`config.mk`:
```
export PLATFORM = sky130hd
export DESIGN_NAME = approx_popcount_accum
export DESIGN_NICKNAME = d
export VERILOG_FILES = /design/src/rtl/approx_popcount_accum.sv
export SDC_FILE = /design/constraint.sdc
export NUM_CORES = 1
export LEC_CHECK = 0
export ABC_AREA = 1
export CAP_MARGIN = 20
export CORE_ASPECT_RATIO = 0.7
export CORE_MARGIN = 8
export CORE_UTILIZATION = 32
export CTS_CLUSTER_DIAMETER = 40
export CTS_CLUSTER_SIZE = 12
export DETAILED_ROUTE_END_ITERATION = 10
export PLACE_DENSITY_LB_ADDON = 0.05
export REMOVE_ABC_BUFFERS = 1
export SYNTH_ARGS = -nofsm -noshare
export SYNTH_HDL_FRONTEND = slang
export SYNTH_SLANG_ARGS = --single-unit
```
`constraint.sdc`:
```
create_clock -name clk -period 3.9 [get_ports clk]
set_input_delay 0.78 -clock clk [delete_from_list [all_inputs] [get_ports clk]]
set_output_delay 0.78 -clock clk [all_outputs]
set_load 0.05 [all_outputs]
```
`src/rtl/approx_popcount_accum.sv`:
```
// Streaming popcount accumulator: per-nibble exact or approximate counts, summed over
// BEATS-word frames, with a registered threshold compare and valid/ready on both sides.
module approx_popcount_accum #(
  parameter int unsigned WIDTH  = 16,
  parameter int unsigned BEATS  = 4,
  parameter int unsigned THRESH = 20,
  localparam int unsigned ACC_W = $clog2(WIDTH * BEATS + 1)
) (
  input  logic             clk,
  input  logic             rst_n,
  input  logic             mode,
  input  logic             in_valid,
  output logic             in_ready,
  input  logic [WIDTH-1:0] in_data,
  output logic             out_valid,
  input  logic             out_ready,
  output logic [ACC_W-1:0] out_sum,
  output logic             out_fire,
  output logic             out_mode
);

  localparam int unsigned GROUPS = WIDTH / 4;
  localparam int unsigned WC_W   = $clog2(WIDTH + 1);
  localparam int unsigned CNT_W  = (BEATS > 1) ? $clog2(BEATS) : 1;

  localparam logic [1:0] S_ACCUM = 2'd0;
  localparam logic [1:0] S_DRAIN = 2'd1;
  localparam logic [1:0] S_HOLD  = 2'd2;

  logic [1:0]       state_q, state_d;
  logic [CNT_W-1:0] beat_q, beat_d;
  logic             mode_q, mode_d;
  logic             s1_vld_q, s1_vld_d;
  logic [WC_W-1:0]  s1_cnt_q, s1_cnt_d;
  logic [ACC_W-1:0] acc_q, acc_d;
  logic             fire_q, fire_d;
  logic             in_ready_q, in_ready_d;
  logic             out_valid_q, out_valid_d;

  logic             hs_in;
  logic             cur_mode;
  logic [WC_W-1:0]  word_cnt;

  // Count of one nibble; the approximate cell saturates at 3 and never sets bit 2.
  function automatic logic [2:0] grp_cnt(input logic [3:0] n, input logic approx);
    if (approx) begin
      return {1'b0, (n[0] & n[1]) | (n[2] & n[3]), (n[0] ^ n[1]) | n[2] | n[3]};
    end
    return 3'(n[0]) + 3'(n[1]) + 3'(n[2]) + 3'(n[3]);
  endfunction

  assign hs_in = in_valid & in_ready_q;

  // The first beat uses the live mode input; later beats use the latched frame mode.
  always_comb begin
    cur_mode = (beat_q == '0) ? mode : mode_q;
    word_cnt = '0;
    for (int unsigned g = 0; g < GROUPS; g++) begin
      word_cnt = word_cnt + WC_W'(grp_cnt(in_data[4*g +: 4], cur_mode));
    end
  end

  always_comb begin
    state_d  = state_q;
    beat_d   = beat_q;
    mode_d   = mode_q;
    acc_d    = acc_q;
    s1_vld_d = hs_in;
    s1_cnt_d = hs_in ? word_cnt : '0;

    if (s1_vld_q) begin
      acc_d = acc_q + ACC_W'(s1_cnt_q);
    end

    case (state_q)
      S_ACCUM: begin
        if (hs_in) begin
          if (beat_q == '0) begin
            mode_d = mode;
          end
          if (beat_q == CNT_W'(BEATS - 1)) begin
            beat_d  = '0;
            state_d = S_DRAIN;
          end else begin
            beat_d = beat_q + CNT_W'(1);
          end
        end
      end
      S_DRAIN: state_d = S_HOLD;
      S_HOLD: begin
        if (out_ready) begin
          state_d  = S_ACCUM;
          acc_d    = '0;
          s1_vld_d = 1'b0;
          s1_cnt_d = '0;
        end
      end
      default: state_d = S_ACCUM;
    endcase

    fire_d      = (32'(acc_d) >= THRESH);
    in_ready_d  = (state_d == S_ACCUM);
    out_valid_d = (state_d == S_HOLD);
  end

  always_ff @(posedge clk or negedge rst_n) begin
    if (!rst_n) begin
      state_q     <= S_ACCUM;
      beat_q      <= '0;
      mode_q      <= 1'b0;
      s1_vld_q    <= 1'b0;
      s1_cnt_q    <= '0;
      acc_q       <= '0;
      fire_q      <= 1'b0;
      in_ready_q  <= 1'b1;
      out_valid_q <= 1'b0;
    end else begin
      state_q     <= state_d;
      beat_q      <= beat_d;
      mode_q      <= mode_d;
      s1_vld_q    <= s1_vld_d;
      s1_cnt_q    <= s1_cnt_d;
      acc_q       <= acc_d;
      fire_q      <= fire_d;
      in_ready_q  <= in_ready_d;
      out_valid_q <= out_valid_d;
    end
  end

  assign in_ready  = in_ready_q;
  assign out_valid = out_valid_q;
  assign out_sum   = acc_q;
  assign out_fire  = fire_q;
  assign out_mode  = mode_q;

endmodule

```
==> run_results.csv <==
group,metric,value,unit
sta,maxSlewViolCount,0,
worst_hold_path,hp-class,"register to register",
cells_and_area,area_growth,34.0,%
global_route,grt_max_degree,22,
sta,period_share,98.1,%
sta,finalSetupTns,0,ns
die,ios,32,
routing,viasPerCell,4.07,
die,die_x,104,um
yosys,yosys_most_used_dff,"dfrtp_1",
routing,ant_nets,0,
sta,worst_pin_slew,0.506,ns
cells_and_area,nNetsFinal,318,
sta,max_slew_margin,66.2,%
yosys,synth.most_common_cell,"inv_1",
clocking,h-tree-depth,1,
yosys,async_flop_share,100,%
worst_hold_path,min_to,"out_valid",
routing,wire_per_inst,10.8,um
cells_and_area,fillerInstances,527,
routing,drt_wl_total,3.60,mm
global_route,grt_remaining_overflow,0,
cells_and_area,drive_gt1_share,18.3,%
worst_hold_path,worstHoldStart,"state_q[1]",
placed_design,io_buffers,31,
yosys,synth_common_cells,"inv_1, nand2_1, ha_1",
yosys,synth_cells,216,
outcome,status,"complete, no violations",
critical_path,endpoint_kind,"register",
yosys,synth-edff-count,0,
die,die_area,0.00812,sq mm
yosys,yosysTopAreaCell,"dfrtp_1",
clocking,clk_pin_slew,0.08,ns
sta,max_clock_freq,261,MHz
yosys,yosysUniqueCellTypes,25,
critical_path,worst-path-max-fanout,2,
critical_path,reg2reg_to,"s1_cnt_q[2]",
yosys,ys_ff_latch,21,
global_route,grt_use_total,9.15,%
yosys,yosysSeqAreaShare,30.1,%
power_and_ir_drop,p_per_area,783,mW/mm^2
critical_path,crit_required,4.09,ns
critical_path,critical_path_class,"input port to register",
clocking,cts.path.max_buffers,2,
global_route,antenna_found_initial,0,
sta,finalHoldViolations,0,
yosys,synth_area_leaders,"dfrtp_1, ha_1, fa_1",
clocking,clock_sinks,21,
critical_path,r2r_setup_slack,0.77,ns
clocking,cts_tree,"built",
die,fp.dieH,77.8,um
critical_path,worstReg2RegStart,"beat_q[0]",
critical_path,arrival,4.02,ns
critical_path,cp-start-kind,"input port",
sta,setup_viol,0,
worst_hold_path,hold_path_depth,1,
sta,post-route-min-period,3.82,ns
power_and_ir_drop,p_leak,1.23,nW
critical_path,r2r_cells,15,
sta,finClkSkew,0.00545,ns
routing,drtPass1Iterations,4,
die,start_util,33.2,%
yosys,ys_warn_count,0,
clocking,cts_buffers,3,
placed_design,place_congestion,0.801,
routing,dr_total_vias,1361,
die,core,0.00526,sq mm
global_route,grt_pass1_vias,1347,
power_and_ir_drop,power,1.83,mW
clocking,root_buffer,"clkbuf_8",
cells_and_area,antennaDiodeCount,0,
routing,drc,0,
routing,drt_iter0_markers,45,
yosys,syn_area,0.00175,sq mm
yosys,synth_top_area_share,28.6,%
run,cap_violations,0,
global_route,grt_pass1_wl,6.23,mm
clocking,clk_latency,0.26,ns
placed_design,dp_hpwl,2.95,mm
die,rows,22,
yosys,syn_avg_cell_area,8.09,sq um
power_and_ir_drop,vdd_drop_max,289,uV
sequential cells by signal (all words and copies together), names as in the netlist:
signal / flops
s1_vld_q: 1
out_valid: 1
s1_cnt_q: 5
beat_q: 2
out_fire: 1
out_mode: 1
out_sum: 7
in_ready: 1
state_q: 2
repair_timing:
| item | 4_1_cts | 5_1_grt |
|---|---|---|
| setup endpoints to repair | 4 | 2 |
| pin swaps | 7 | 7 |
| hold buffers | 0 | 0 |
| resized for setup | 29 | 17 |
| setup buffers | 1 | 0 |
how the worst max path moves through the flow:
stage	endpoint	depth (start not counted)	from
6_report	s1_cnt_q[2]	16	in_data[0]
5_1_grt	s1_cnt_q[2]	16	in_data[0]
4_1_cts	s1_cnt_q[2]	16	in_data[3]
3_5_place_dp	s1_cnt_q[3]	16	in_data[8]
3_3_place_gp	s1_cnt_q[3]	16	in_data[8]
2_1_floorplan	s1_cnt_q[3]	15	in_data[8]
routing by layer:
| layer | wire length [um] | GRT usage (%) |
|---|---|---|
| met5 | 0 | 0 |
| met4 | 7 | 0.863 |
| met3 | 131 | 2.89 |
| met2 | 1360 | 12.0 |
| met1 | 2100 | 14.2 |
report_power, final:
| group | internal, mW | switching, mW |
|---|---|---|
| Clock | 0.0720 | 0.0715 |
| Combinational | 0.554 | 0.763 |
| Sequential | 0.309 | 0.0641 |
critical path, cell delays in order:
cell and delay [ns]:
clkdlybuf4s15_2 0.18, inv_1 0.04, fa_1 0.48, inv_1 0.05, ha_2 0.18, ha_4 0.23, nand2_1 0.07, o21ai_2 0.07
fa_1 0.55, inv_2 0.04, fa_1 0.51, inv_2 0.05, ha_4 0.15, fa_2 0.52, inv_1 0.04, nor2_1 0.07
through the flow:
| step | util [%] | setup slack [ns] | cells | cell area (sq um) | hold WS (ns) |
|---|---|---|---|---|---|
| 2_1_floorplan | - | -0.106 | 213 | 1730 | 0.483 |
| 3_3_place_gp | 42.2 | -0.704 | 328 | 2220 | 0.515 |
| 3_5_place_dp | 42.2 | -0.742 | 328 | 2220 | 0.517 |
| 4_1_cts | 43.6 | 0.0119 | 333 | 2290 | 0.529 |
| 5_1_grt | 44.6 | -0.00776 | 334 | 2340 | 0.563 |
| 6_report | 44.6 | 0.0756 | 334 | 2340 | 0.522 |
cells by family after synthesis:
kind of cell,synth area share [%]
mux,0.573
fa+ha+maj,29.1
xor+xnor,1.00
flops,30.1
buf+inv,12.5
compound gates,7.52
simple gates,19.2
layout by cell type (no fill, tap or decap), types with 2 or more instances in the layout:
cell / count
a21oi_1: 10
buf_2: 2
buf_4: 13
clkbuf_2: 3
clkbuf_8: 3
clkdlybuf4s15_1: 3
clkdlybuf4s50_1: 22
dfrtp_1: 20
fa_1: 10
ha_1: 18
ha_2: 2
ha_4: 3
inv_1: 45
inv_2: 8
nand2_1: 43
nand3_1: 11
nand3_2: 2
nor2_1: 13
nor3_1: 4
o21ai_0: 9
o21ai_2: 3
or2_1: 2
final cells by class:
cell class                 count  area [sq um]  area share [%]
sequential                    21           527            22.5
clock inverter                 1          7.51           0.321
timing repair buffer          45           412            17.6
multi-input combinational    139          1070            45.5
clock buffer                   3          41.3            1.76
tap                           72          90.1            3.85
inverter                      53           199            8.49
No activity file was read; power rests on OpenSTA's default activity.
==> edit (same settings) <==
The parameter `WIDTH` goes from 16 to 32.
--- a/src/rtl/approx_popcount_accum.sv
+++ b/src/rtl/approx_popcount_accum.sv
@@ -1,7 +1,7 @@
 // Streaming popcount accumulator: per-nibble exact or approximate counts, summed over
 // BEATS-word frames, with a registered threshold compare and valid/ready on both sides.
 module approx_popcount_accum #(
-  parameter int unsigned WIDTH  = 16,
+  parameter int unsigned WIDTH  = 32,
   parameter int unsigned BEATS  = 4,
   parameter int unsigned THRESH = 20,
   localparam int unsigned ACC_W = $clog2(WIDTH * BEATS + 1)
Interface: changed (resized in_data and out_sum); port bits go from 32 to 49. The function was not compared with the original's and may differ.
==> edit against the unedited design <==
- the run now ends with setup timing left
- design area grew 57%
- highest routed layer unchanged
- routed wire length grew 57%
- sequential cell count grew 2
- worst setup slack lost 0.65 ns
- critical path depth grew 2
- synthesized area grew 47%
- critical path type unchanged
Power is left out: the tool's default activity adds up to more than one toggle a clock period on the data nets, which glitch-free logic cannot reach.
==> edit: results (changes against the unedited design) <==
ff2ff_path_depth: 19  # +4
finalSetupTns_ns: -1.79  # -1.79 ns
hold-worst-slack_ns: 0.560  # +0.0376 ns
min_path_cells: 2  # +1
outcome: "finished with violations"
setup_viol: 5  # +5
dp_hpwl_mm: 4.82  # +64%
violations: "setup timing"
nNetsFinal: 497  # +56%
worst_slack_ns: -0.572  # -0.648 ns
syn_inst: 315  # +46%
grt.total_usage_pct: 10.4  # +1.2 points
ys_top_cells_by_count: "inv_1 (72), nand2_1 (52), ha_1 (38), fa_1 (26), nor2_1 (26)"
r2r-end: "s1_cnt_q[3]"
synth.area.top_cells: "dfrtp_1 (21%), fa_1 (20%), ha_1 (18%)"
seq_area_frac_synth_pct: 22.4  # -7.7 points
fill_cells: 796  # +51%
grt_start_max_net_pins: 25  # +14%
skew_ns: 0.00477  # -0.000672 ns
root_buffer: "clkbuf_16"
dp.cells: 488  # +49%
holdPathEnd: "out_sum[0]"
rrSetupSlack_ns: -0.08  # -0.85 ns
drive_above_1_share_pct: 30.4  # +12 points
grt_pass1_vias: 2143  # +59%
worst_pin_slew_ns: 0.521  # +0.0150 ns
hp-start: "out_sum[0]"
==> edit: kinds of logic after synthesis <==
| family | count (synthesis) | synth area share, % |
|---|---|---|
| xor+xnor | 2 | 0.680 |
| buf+inv | 77 | 11.4 |
| mux | 2 | 0.777 |
| fa+ha+maj | 64 | 38.7 |
| compound gates | 35 | 6.95 |
| simple gates | 112 | 19.1 |
| flops | 23 | 22.4 |
==> edit: worst max-delay path by stage <==
| stage | slack (ns) | end |
|---|---|---|
| 2_1_floorplan | -0.91 | s1_cnt_q[4] |
| 3_3_place_gp | -1.57 | s1_cnt_q[4] |
| 3_5_place_dp | -1.61 | s1_cnt_q[4] |
| 4_1_cts | -0.70 | s1_cnt_q[3] |
| 5_1_grt | -0.71 | s1_cnt_q[3] |
| 6_report | -0.57 | s1_cnt_q[3] |
==> edit: worst max-delay path: stages <==
cell and delay, ns:
buf_8 0.08, inv_4 0.03, fa_1 0.54, inv_2 0.05, ha_4 0.15, ha_4 0.20
nand2_2 0.06, o21ai_2 0.06, fa_2 0.57, inv_2 0.04, fa_2 0.52, fa_2 0.44
fa_2 0.34, inv_2 0.05, ha_2 0.17, fa_2 0.44, inv_2 0.06, nor2_2 0.03
==> edit: final cells by class <==
cell class	count	area, sq um	area share, %
Timing Repair Buffer	80	724	19.8
Clock inverter	1	7.51	0.205
Multi-Input combinational cell	215	1880	51.2
Sequential cell	23	577	15.7
Tap cell	101	126	3.45
Clock buffer	3	75.1	2.05
Inverter	73	279	7.61
==> edit: metal layers <==
layer,routed length (um),track usage (%)
met1,3030,16.0
met2,2170,14.1
met3,454,3.15
met4,8,0.599
met5,0,0
==> edit: what timing repair did <==
action                                  CTS  global route
pin swaps                                31            16
endpoints found under the setup margin    5             5
gates resized for setup                 132            19
buffers inserted                          2             1
gates cloned                              0             0
